<file path="src/rtl/resp_pkg.sv">
`default_nettype none
// ============================================================================
//  Module      : resp_pkg
//  Description : Shared response codes, fixed payloads and transmit FSM
//                states for the response framer.
//  Revision    : 1.0 - initial release
// ============================================================================
package resp_pkg;

    // Response codes carried in the middle byte of every frame
    localparam logic [7:0] c_code_fault    = 8'h00;
    localparam logic [7:0] c_code_ok       = 8'h01;
    localparam logic [7:0] c_code_humidity = 8'h02;
    localparam logic [7:0] c_code_temp     = 8'h03;
    localparam logic [7:0] c_code_temp_off = 8'h04;
    localparam logic [7:0] c_code_hum_off  = 8'h05;
    localparam logic [7:0] c_code_invalid  = 8'h06;

    // Fixed payloads, placed in the top byte of the payload field
    localparam logic [7:0] c_pay_fault     = 8'h80;
    localparam logic [7:0] c_pay_ok        = 8'hC0;
    localparam logic [7:0] c_pay_temp_off  = 8'hE0;
    localparam logic [7:0] c_pay_hum_off   = 8'hF0;

    // Transmit FSM states
    typedef enum logic [1:0] {
        IDLE = 2'd0,
        SEND = 2'd1,
        DONE = 2'd2
    } tx_state_t;

endpackage
`default_nettype wire

</file>
<file path="src/rtl/resp_framer_if.sv">
`default_nettype none
// ============================================================================
//  Module      : resp_framer_if
//  Description : Request, transmitter and status signals of the response
//                framer. slave = framer view, master = environment view.
//  Revision    : 1.0 - initial release
// ============================================================================
interface resp_framer_if #(
    parameter int ADDR_W = 8,
    parameter int DATA_W = 8,
    parameter int DEPTH  = 4
);
    localparam int FRAME_W = ADDR_W + 8 + DATA_W;
    localparam int CNT_W   = $clog2(DEPTH + 1);

    logic                En;
    logic [5:0]          comandos;
    logic [ADDR_W-1:0]   endereco;
    logic [DATA_W-1:0]   data_sensor;
    logic                req_ready;
    logic                start_transmitter;
    logic [FRAME_W-1:0]  data_transmitter;
    logic                data_transmitted;
    logic                d_done;
    logic                invalid_cmd;
    logic                overflow;
    logic [CNT_W-1:0]    fifo_count;

    modport slave (
        input  En, comandos, endereco, data_sensor, data_transmitted,
        output req_ready, start_transmitter, data_transmitter,
               d_done, invalid_cmd, overflow, fifo_count
    );

    modport master (
        output En, comandos, endereco, data_sensor, data_transmitted,
        input  req_ready, start_transmitter, data_transmitter,
               d_done, invalid_cmd, overflow, fifo_count
    );
endinterface
`default_nettype wire

</file>
<file path="src/rtl/resp_fifo.sv">
`default_nettype none
// ============================================================================
//  Module      : resp_fifo
//  Description : Synchronous first-word-fall-through FIFO with full, empty
//                and occupancy count. DEPTH must be a power of two >= 2.
//  Revision    : 1.0 - initial release
// ============================================================================
module resp_fifo #(
    parameter int WIDTH = 8,
    parameter int DEPTH = 4
) (
    input  wire logic                         clk,
    input  wire logic                         rst,
    input  wire logic                         i_push,
    input  wire logic [WIDTH-1:0]             i_data,
    input  wire logic                         i_pop,
    output logic      [WIDTH-1:0]             o_data,
    output logic                              o_full,
    output logic                              o_empty,
    output logic      [$clog2(DEPTH+1)-1:0]   o_count
);
    localparam int PTR_W = $clog2(DEPTH);
    localparam int CNT_W = $clog2(DEPTH + 1);

    logic [WIDTH-1:0] r_mem [DEPTH];
    logic [PTR_W-1:0] r_wr_ptr;
    logic [PTR_W-1:0] r_rd_ptr;
    logic [CNT_W-1:0] r_count;
    logic             w_do_push;
    logic             w_do_pop;

    assign o_full    = (r_count == CNT_W'(DEPTH));
    assign o_empty   = (r_count == '0);
    assign o_count   = r_count;
    assign o_data    = r_mem[r_rd_ptr];
    assign w_do_push = i_push && !o_full;
    assign w_do_pop  = i_pop && !o_empty;

    // Storage array; contents need no reset since count gates visibility
    always_ff @(posedge clk) begin
        if (w_do_push) begin
            r_mem[r_wr_ptr] <= i_data;
        end
    end

    // Pointers wrap naturally because DEPTH is a power of two
    always_ff @(posedge clk) begin
        if (rst) begin
            r_wr_ptr <= '0;
            r_rd_ptr <= '0;
            r_count  <= '0;
        end else begin
            if (w_do_push) begin
                r_wr_ptr <= r_wr_ptr + PTR_W'(1);
            end
            if (w_do_pop) begin
                r_rd_ptr <= r_rd_ptr + PTR_W'(1);
            end
            case ({w_do_push, w_do_pop})
                2'b10:   r_count <= r_count + CNT_W'(1);
                2'b01:   r_count <= r_count - CNT_W'(1);
                default: r_count <= r_count;
            endcase
        end
    end
endmodule
`default_nettype wire

</file>
<file path="src/rtl/resp_framer.sv">
`default_nettype none
// ============================================================================
//  Module      : resp_framer
//  Description : Encodes one-hot response commands into {address, code,
//                payload} frames, buffers them and hands them one at a time
//                to the UART transmitter with a start/done handshake.
//  Revision    : 1.0 - initial release
// ============================================================================
module resp_framer
    import resp_pkg::*;
#(
    parameter int ADDR_W = 8,
    parameter int DATA_W = 8,
    parameter int DEPTH  = 4
) (
    input  wire logic   clk,
    input  wire logic   rst,
    resp_framer_if.slave bus
);
    localparam int FRAME_W = ADDR_W + 8 + DATA_W;
    localparam int CNT_W   = $clog2(DEPTH + 1);

    logic [7:0]         w_code;
    logic [DATA_W-1:0]  w_payload;
    logic [FRAME_W-1:0] w_frame;
    logic               w_onehot;
    logic               w_push;
    logic               w_pop;
    logic               w_full;
    logic               w_empty;
    logic [FRAME_W-1:0] w_head;
    logic [CNT_W-1:0]   w_count;

    logic               r_invalid;
    logic               r_overflow;

    tx_state_t          r_state;
    tx_state_t          w_state_nxt;
    logic               r_start;
    logic               w_start_nxt;
    logic [FRAME_W-1:0] r_data;
    logic [FRAME_W-1:0] w_data_nxt;
    logic               r_done;
    logic               w_done_nxt;

    // Acceptance looks only at the registered count, so a pop on the same
    // edge never opens a slot for a request that arrives while full.
    assign w_push   = bus.En && !w_full;
    assign w_onehot = $onehot(bus.comandos);
    assign w_frame  = {bus.endereco, w_code, w_payload};

    // Command encoder: fixed payloads sit in the top byte, rest zero
    always_comb begin
        w_code    = c_code_invalid;
        w_payload = '1;
        case (bus.comandos)
            6'b000001: begin
                w_code                 = c_code_fault;
                w_payload              = '0;
                w_payload[DATA_W-1 -: 8] = c_pay_fault;
            end
            6'b000010: begin
                w_code                 = c_code_ok;
                w_payload              = '0;
                w_payload[DATA_W-1 -: 8] = c_pay_ok;
            end
            6'b000100: begin
                w_code    = c_code_humidity;
                w_payload = bus.data_sensor;
            end
            6'b001000: begin
                w_code    = c_code_temp;
                w_payload = bus.data_sensor;
            end
            6'b010000: begin
                w_code                 = c_code_temp_off;
                w_payload              = '0;
                w_payload[DATA_W-1 -: 8] = c_pay_temp_off;
            end
            6'b100000: begin
                w_code                 = c_code_hum_off;
                w_payload              = '0;
                w_payload[DATA_W-1 -: 8] = c_pay_hum_off;
            end
            default: begin
                w_code    = c_code_invalid;
                w_payload = '1;
            end
        endcase
    end

    resp_fifo #(
        .WIDTH (FRAME_W),
        .DEPTH (DEPTH)
    ) u_fifo (
        .clk     (clk),
        .rst     (rst),
        .i_push  (w_push),
        .i_data  (w_frame),
        .i_pop   (w_pop),
        .o_data  (w_head),
        .o_full  (w_full),
        .o_empty (w_empty),
        .o_count (w_count)
    );

    // Single-cycle status pulses for rejected and malformed requests
    always_ff @(posedge clk) begin
        if (rst) begin
            r_invalid  <= 1'b0;
            r_overflow <= 1'b0;
        end else begin
            r_invalid  <= w_push && !w_onehot;
            r_overflow <= bus.En && w_full;
        end
    end

    // Transmit FSM state and registered handshake outputs
    always_ff @(posedge clk) begin
        if (rst) begin
            r_state <= IDLE;
            r_start <= 1'b0;
            r_data  <= '0;
            r_done  <= 1'b0;
        end else begin
            r_state <= w_state_nxt;
            r_start <= w_start_nxt;
            r_data  <= w_data_nxt;
            r_done  <= w_done_nxt;
        end
    end

    // Transmit FSM next-state: pop in IDLE, hold in SEND, pulse done in DONE
    always_comb begin
        w_state_nxt = r_state;
        w_start_nxt = r_start;
        w_data_nxt  = r_data;
        w_done_nxt  = 1'b0;
        w_pop       = 1'b0;
        case (r_state)
            IDLE: begin
                if (!w_empty) begin
                    w_pop       = 1'b1;
                    w_start_nxt = 1'b1;
                    w_data_nxt  = w_head;
                    w_state_nxt = SEND;
                end
            end
            SEND: begin
                if (bus.data_transmitted) begin
                    w_start_nxt = 1'b0;
                    w_data_nxt  = '0;
                    w_done_nxt  = 1'b1;
                    w_state_nxt = DONE;
                end
            end
            DONE: begin
                w_state_nxt = IDLE;
            end
            default: begin
                w_start_nxt = 1'b0;
                w_data_nxt  = '0;
                w_state_nxt = IDLE;
            end
        endcase
    end

    assign bus.req_ready         = !w_full;
    assign bus.fifo_count        = w_count;
    assign bus.start_transmitter = r_start;
    assign bus.data_transmitter  = r_data;
    assign bus.d_done            = r_done;
    assign bus.invalid_cmd       = r_invalid;
    assign bus.overflow          = r_overflow;
endmodule
`default_nettype wire

</file>
<file path="src/flat_wrapper.sv">
// flat-port wrapper written by rule: the top's interface ports become plain ports
module resp_framer_flat import resp_pkg::*;
#(
    parameter int ADDR_W = 8,
    parameter int DATA_W = 8,
    parameter int DEPTH  = 4
)
  (clk, rst, bus_En, bus_comandos, bus_endereco, bus_data_sensor, bus_data_transmitted, bus_req_ready, bus_start_transmitter, bus_data_transmitter, bus_d_done, bus_invalid_cmd, bus_overflow, bus_fifo_count);
  resp_framer_if #(.ADDR_W(ADDR_W), .DATA_W(DATA_W), .DEPTH(DEPTH)) bus_i ();
  input  wire logic clk;
  input  wire logic rst;
  input wire logic [$bits(bus_i.En)-1:0] bus_En;
  input wire logic [$bits(bus_i.comandos)-1:0] bus_comandos;
  input wire logic [$bits(bus_i.endereco)-1:0] bus_endereco;
  input wire logic [$bits(bus_i.data_sensor)-1:0] bus_data_sensor;
  input wire logic [$bits(bus_i.data_transmitted)-1:0] bus_data_transmitted;
  output wire logic [$bits(bus_i.req_ready)-1:0] bus_req_ready;
  output wire logic [$bits(bus_i.start_transmitter)-1:0] bus_start_transmitter;
  output wire logic [$bits(bus_i.data_transmitter)-1:0] bus_data_transmitter;
  output wire logic [$bits(bus_i.d_done)-1:0] bus_d_done;
  output wire logic [$bits(bus_i.invalid_cmd)-1:0] bus_invalid_cmd;
  output wire logic [$bits(bus_i.overflow)-1:0] bus_overflow;
  output wire logic [$bits(bus_i.fifo_count)-1:0] bus_fifo_count;
  assign bus_i.En = bus_En;
  assign bus_i.comandos = bus_comandos;
  assign bus_i.endereco = bus_endereco;
  assign bus_i.data_sensor = bus_data_sensor;
  assign bus_i.data_transmitted = bus_data_transmitted;
  assign bus_req_ready = bus_i.req_ready;
  assign bus_start_transmitter = bus_i.start_transmitter;
  assign bus_data_transmitter = bus_i.data_transmitter;
  assign bus_d_done = bus_i.d_done;
  assign bus_invalid_cmd = bus_i.invalid_cmd;
  assign bus_overflow = bus_i.overflow;
  assign bus_fifo_count = bus_i.fifo_count;
  resp_framer #(.ADDR_W(ADDR_W), .DATA_W(DATA_W), .DEPTH(DEPTH)) u_core (.clk(clk), .rst(rst), .bus(bus_i));
endmodule
</file>
<file path="config.mk">
export PLATFORM = sky130hd
export DESIGN_NAME = resp_framer_flat
export DESIGN_NICKNAME = d
export VERILOG_FILES = /design/src/rtl/resp_pkg.sv /design/src/rtl/resp_framer_if.sv /design/src/rtl/resp_fifo.sv /design/src/rtl/resp_framer.sv /design/src/flat_wrapper.sv
export SDC_FILE = /design/constraint.sdc
export NUM_CORES = 1
export LEC_CHECK = 0
export ABC_CLOCK_PERIOD_IN_PS = 2500
export CAP_MARGIN = 15
export CELL_PAD_IN_SITES_DETAIL_PLACEMENT = 1
export CELL_PAD_IN_SITES_GLOBAL_PLACEMENT = 2
export CORE_ASPECT_RATIO = 1.75
export CORE_MARGIN = 1
export CORE_UTILIZATION = 36
export CTS_CLUSTER_SIZE = 12
export DETAILED_ROUTE_END_ITERATION = 16
export PLACE_DENSITY_LB_ADDON = 0.1
export SLEW_MARGIN = 20
export SYNTH_ARGS = -nofsm -noshare
export SYNTH_HDL_FRONTEND = slang
export SYNTH_SLANG_ARGS = --single-unit
</file>
<file path="constraint.sdc">
create_clock -name clk -period 2.5 [get_ports clk]
set_clock_uncertainty 0.2 [all_clocks]
set_input_delay 0.375 -clock clk [delete_from_list [all_inputs] [get_ports clk]]
set_output_delay 0.375 -clock clk [all_outputs]
set_load 0.1 [all_outputs]
</file>
[After elaboration in Yosys (flattened, before gate mapping)]
Memories as Yosys holds them, arrays and structs flattened. A register that Yosys moved wholly into a read port is not among the register bits.
Index checks and enable logic that the tools add are counted.
Word-level totals
  register bits after elaboration: 37
  logic and storage cells: 69
  output and inout port bits: 32
  bits of input ports: 26
  bits in writable memories: 76
  memories kept: 1
Cells by class
  bitwise operators: 2
  reduce and logical (&&, ||, !) cells: 15
  muxes and demuxes: 19
  add/sub/neg operators: 9
  equal/unequal tests: 14
Memories
  u_core.u_fifo.r_mem: depth 4, bits a word 19, rd ports 1, clocked after memory_dff 1, write ports 1, line resp_fifo.sv:25  | logic [WIDTH-1:0] r_mem [DEPTH];
Operator list (count)
  24-bit one-hot mux with 3 select lines: 1
  24-bit 2-to-1 mux: 2
  8-bit one-hot mux with 5 select lines: 1
  3-bit one-hot mux with 6 select lines: 1
  2-bit 2-to-1 mux: 4
  1-bit 2-to-1 mux: 7
  1-bit by 1-bit adder with 2-bit output: 3
  3-bit adder: 2
  6-bit by 1-bit == test with 1-bit output (second input constant): 1
  6-bit by 2-bit == test with 1-bit output (second input constant): 1
  6-bit by 3-bit == test with 1-bit output (second input constant): 1
  6-bit by 4-bit == test with 1-bit output (second input constant): 1
  6-bit by 5-bit == test with 1-bit output (second input constant): 1
  6-bit == test (second input constant): 1
  3-bit one-hot mux with 2 select lines: 1
  1-bit logical AND: 5
  2-bit by 1-bit adder with 2-bit output (second input constant): 2
  2-bit by 1-bit == test with 1-bit output (second input constant): 2
  2-bit == test (second input constant): 2
  2-bit != test (second input constant): 2
  2-bit one-hot mux with 2 select lines: 1
  2-bit OR reduction: 2
  3-bit by 1-bit adder with 3-bit output (second input constant): 1
  3-bit by 1-bit == test with 1-bit output (second input constant): 1
  other kinds (10): 13

[Logic depth before layout (Yosys ltp)]
  depth in word-level cells: 6
  depth in mapped cells: 11
  gate-level depth less buffers: 9

[Cells and area by module]
A second synthesis with hierarchy kept.
Unflattened totals
  cell total of the unflattened synthesis: 333
  area total of the unflattened synthesis: 5396.4 sq um
Modules (own cells, without submodules)
  resp_fifo: cells an instance 180, times used 1, area an instance 3978.8 sq um, seq. area each 3062.9 sq um
  resp_framer: cells an instance 153, times used 1, area an instance 1417.6 sq um, seq. area each 600.6 sq um

[Least setup slack after synthesis]
Ideal clock, no wire load.
  kind: register -> register
  start: register u_core.u_fifo.r_count[2] (netlist: u_core.u_fifo.o_count[2])
  end: register u_core.u_fifo.r_count[2] (netlist: u_core.u_fifo.o_count[2])
  period minus slack after synthesis: 3.274 ns
  path buffers: 0
  arrival time: 3.004 ns
  library setup time: 0.070 ns
  path slack: -0.774 ns
  data required time: 2.230 ns
  stages on the path, launching flop included: 10
  cell sequence: dfxtp_1 -> nor3b_1 -> inv_2 -> nand2_1 -> ha_1 -> inv_1 -> fa_1 -> xor2_1 -> or3_1 -> a21oi_1
Between the ends
  cells in the longest elaborated chain, start to end: 6
  elaborated cells between the ends (all ways): 15
  classes of those cells: add/sub (2); eq/ne (3); mux (3); reduce/logical (7)
RTL lines
  start, declared: line resp_fifo.sv:28  | logic [CNT_W-1:0] r_count;
  start signal, assigned: line resp_fifo.sv:60  | 2'b10: r_count <= r_count + CNT_W'(1);
  start signal, assigned: line resp_fifo.sv:61  | 2'b01: r_count <= r_count - CNT_W'(1);
  start signal, assigned: line resp_fifo.sv:62  | default: r_count <= r_count;
  3-bit == test (*): line resp_fifo.sv:32  | assign o_full = (r_count == CNT_W'(DEPTH));
  1-bit logical NOT (*)
  via bus_req_ready: line flat_wrapper.sv:17  | output wire logic [$bits(bus_i.req_ready)-1:0] bus_req_ready;
  1-bit logical AND: line resp_framer.sv:48  | assign w_push = bus.En && !w_full;
  1-bit logical AND (*): line resp_fifo.sv:36  | assign w_do_push = i_push && !o_full;
  2-bit by 1-bit == test with 1-bit output or 2-bit == test (tied branches): line resp_fifo.sv:59  | case ({w_do_push, w_do_pop})
  3-bit one-hot mux with 2 select lines or 2-bit nonzero test (tied branches)
Mark *: on every way through the listed nets, which the timed path passes. The rest lies on a longest branch.
A chain may end at the register's enable or synchronous reset.

[Worst setup path after layout]
  start: input port bus_comandos[1]
  end: register u_core.r_invalid (netlist: u_core.bus.invalid_cmd)
Between the ends
  cells in the longest elaborated chain, start to end: 6
RTL lines
  start, declared: line flat_wrapper.sv:13  | input wire logic [$bits(bus_i.comandos)-1:0] bus_comandos;
  1-bit by 1-bit adder with 2-bit output (not written as such): line resp_framer.sv:49  | assign w_onehot = $onehot(bus.comandos);
  3-bit adder (not written as such) (2 in series): line resp_framer.sv:49
  3-bit by 1-bit == test with 1-bit output: line resp_framer.sv:49
  1-bit logical NOT: line resp_framer.sv:113  | r_invalid <= w_push && !w_onehot;
  1-bit logical AND: line resp_framer.sv:113
  end signal, assigned: line resp_framer.sv:113
  end, declared: line resp_framer.sv:34  | logic r_invalid;
Every way passes these cells.

==> impl_metrics.ini <==
[critical_path]
cp_num_buf_inv = 2
path_cells = clkdlybuf4s50_1 > inv_1 > ha_1 > fa_1 > ha_1 > xor2_1 > nor3b_1 > nor3_1
regToRegEndpoint = u_core.u_fifo.o_count[2]
r2r-start = u_core.u_fifo.o_count[0]
cp_top_family = adder cells
path_max_fanout = 3
cp-start-kind = input port
critPathKind = input port to flip-flop
cpMaxStageDelayCell = clkdlybuf4s50_1
cp_common_cell = ha_1
r2r_cells = 9
required_ps = 2510
cp-end-kind = flip-flop
worstPathArrival_ps = 2300
slowest_delay_ps = 500
ff2ff_setup_slack_ps = 220

[pwr]
total_leakage_power_nw = 2.06
power.density_nw_per_um2 = 1140
vdd_ir_drop_max_uv = 343

[hold_path]
min_delay_path_depth = 2
hold_class = flip-flop to flip-flop
min_from = u_core.bus.start_transmitter
whs_endpoint = u_core.bus.start_transmitter

[timing]
timing.final.crit_share_pct = 91.7
setup_tns_ps = 0
slew-limit-headroom_pct = 40.6
worst_pin_slew_ps = 889
rsz0062_at_grt = false
setup_violations = 0
max_freq_ghz = 0.436
final_max_slew_viol_count = 0
period_needed_ps = 2290
finalHoldViolCount = 0

[layout]
fin_area_um2 = 5790
mostFrequentLayoutCell = edfxtp_1
num_antenna_cells = 0
drive_above_1_share_pct = 28.0
fin_util_pct = 46.3
final_nets = 414
mostFrequentLayoutCells = edfxtp_1 (76), buf_4 (50), dfxtp_1 (31), clkdlybuf4s50_1 (25), a32o_1 (20)
layout-area-overhead-vs-synth_pct = 24.9

[placed_design]
placed_area_um2 = 5490
gp_congestion = 0.749
dp_hpwl_um = 6700
portBuffers = 52

[synth]
yosys.area.top_type_share_pct = 49.2
yosys.area.top_type = edfxtp_1
yosysSeqAreaShare_pct = 63.9
syn-cell-area_um2 = 4640
netlist_instances = 292
ys_warn_count = 0
syn_avg_cell_area_um2 = 15.9
synth_edf_count = 76
async_flop_share_pct = 0
ys_seq_elements = 110
synthFlopType = edfxtp_1
synth_cell_types = 41
yosys-top-cells-area = edfxtp_1 (49%), dfxtp_1 (15%), mux4_2 (9.2%), ha_1 (4.9%), a32o_1 (4.3%)

[detailed_routing]
wirelength_um = 9820
firstDrtPassIters = 4
drcViolationCount = 0
ant_nets = 0
routed-wl-met3_um = 269
drt_iter0_markers = 78
routedWlPerCell_um = 18.2
top_layer_used = met4
dr_wl_met2_um = 5650
vias_per_cell = 4.96
vias = 2678
wl_met1_um = 3790

[status]
outcome = finished, final reports clean

[floorplan]
die_width_um = 87.8
row_count = 54
die_area_um2 = 13400
core_area_um2 = 12500
start_util_pct = 37.1
io_pins = 58
die_h_um = 152

[global_route]
grt.total_usage_pct = 16.0
grt_pass1_wl_um = 15500
grt_antenna_before_repair = 0
grt_max_degree = 34
globalRouteOverflowTotal = 0
grt_pass1_vias = 2912

[clocking]
post_cts_resized = 0
cts_buffer_depth = 2
path_clk_slew_ps = 70
cts_buffers = 9
cts_sinks = 110
cts_setup_buffers = 0
cts_root_buffer = clkbuf_16
tritoncts = yes
htreeDepth = 3
hold_buffers = 0
clkLatencyLatePin_ps = 340

[run]
max-cap-violations = 0
flip-flops by register name, indices dropped and copies added (netlist names), named ones only:
register / cells
u_core.u_fifo.r_mem: 76
u_core.bus.data_transmitter: 19
u_core.u_fifo.o_count: 3
u_core.r_state: 2
u_core.u_fifo.r_rd_ptr: 2
u_core.u_fifo.r_wr_ptr: 2
u_core.bus.d_done: 1
u_core.bus.invalid_cmd: 1
u_core.bus.overflow: 1
u_core.bus.start_transmitter: 1
synthesized netlist by cell type (2+ instances only):
master / number
edfxtp_1: 76
nor2b_1: 19
buf_2: 2
o211ai_1: 3
buf_6: 6
and4bb_2: 2
inv_1: 13
nand3_1: 5
mux4_2: 19
nor2_1: 5
fa_1: 3
xor2_1: 3
a21o_1: 4
nor3b_1: 2
a21oi_1: 8
dfxtp_1: 34
clkbuf_1: 5
and3_1: 6
o21ai_0: 5
inv_2: 2
ha_1: 18
or3_1: 3
a32o_1: 20
o21ai_1: 2
nor3_1: 2
buf_4: 5
nand2_1: 6
layout make-up:
class,instances,area [µm²]
clock buffer,12,246
multi-input combinational,152,1530
timing repair buffer,79,706
inverter,15,70.1
sequential,110,2970
tap,168,210
fill,1261,6710
clock inverter,4,56.3
report_power, final:
| part | switching, mW | internal, mW |
|---|---|---|
| Clock | 0.615 | 0.812 |
| Combinational | 1.94 | 0.867 |
| Sequential | 0.143 | 2.23 |
| Total | 2.70 | 3.91 |
per-stage QoR:
step / std cells / worst slack (ps) / power (mW) / hold WS (ps)
global placement: 524 / -116 / 5.24 / 243
finish: 540 / 208 / 6.61 / 265
detailed placement: 524 / -159 / 5.27 / 261
global route: 540 / 78.7 / 6.91 / 295
CTS: 540 / 199 / 6.71 / 271
floorplan: 296 / 32.5 / 4.63 / 260
how the worst max path moves through the flow:
stage                                  start                        to  slack (ps)  depth (start not counted)
floorplan           u_core.u_fifo.o_count[2]  u_core.u_fifo.o_count[2]          30                          9
global placement             bus_comandos[1]    u_core.bus.invalid_cmd        -120                          8
global route                 bus_comandos[1]    u_core.bus.invalid_cmd          80                          8
finish                       bus_comandos[1]    u_core.bus.invalid_cmd         210                          8
CTS                          bus_comandos[1]    u_core.bus.invalid_cmd         200                          8
detailed placement           bus_comandos[1]    u_core.bus.invalid_cmd        -160                          8
logic make-up (layout without fill, tap and decap cells):
| logic type | count (synthesis) | count (layout) | synth area share, % |
|---|---|---|---|
| flip-flops | 110 | 110 | 63.9 |
| AND/OR/NAND/NOR | 56 | 56 | 7.61 |
| AO/OA/AOI/OAI | 47 | 47 | 8.02 |
| buffers and inverters | 34 | 110 | 4.21 |
| adder cells (fa/ha/maj) | 21 | 21 | 6.15 |
| multiplexers | 20 | 20 | 9.45 |
| XOR/XNOR | 3 | 3 | 0.567 |
| other | 1 | 5 | 0.0809 |
layer usage:
| layer | global-route usage, % | vias up |
|---|---|---|
| met5 | 0 | - |
| met4 | 5.39 | 0 |
| met3 | 2.77 | 6 |
| met2 | 29.9 | 48 |
| met1 | 17.6 | 1364 |
| li1 | - | 1260 |
worst register-to-register path, delay by kind of cell (launching register included):
family                   cells  cell delay [ps]
buffers and inverters        2              280
AO/OA/AOI/OAI                1              130
adder cells (fa/ha/maj)      2              470
flip-flops                   1              370
XOR/XNOR                     1              150
AND/OR/NAND/NOR              3              610
(Power assumes the default switching activity.)
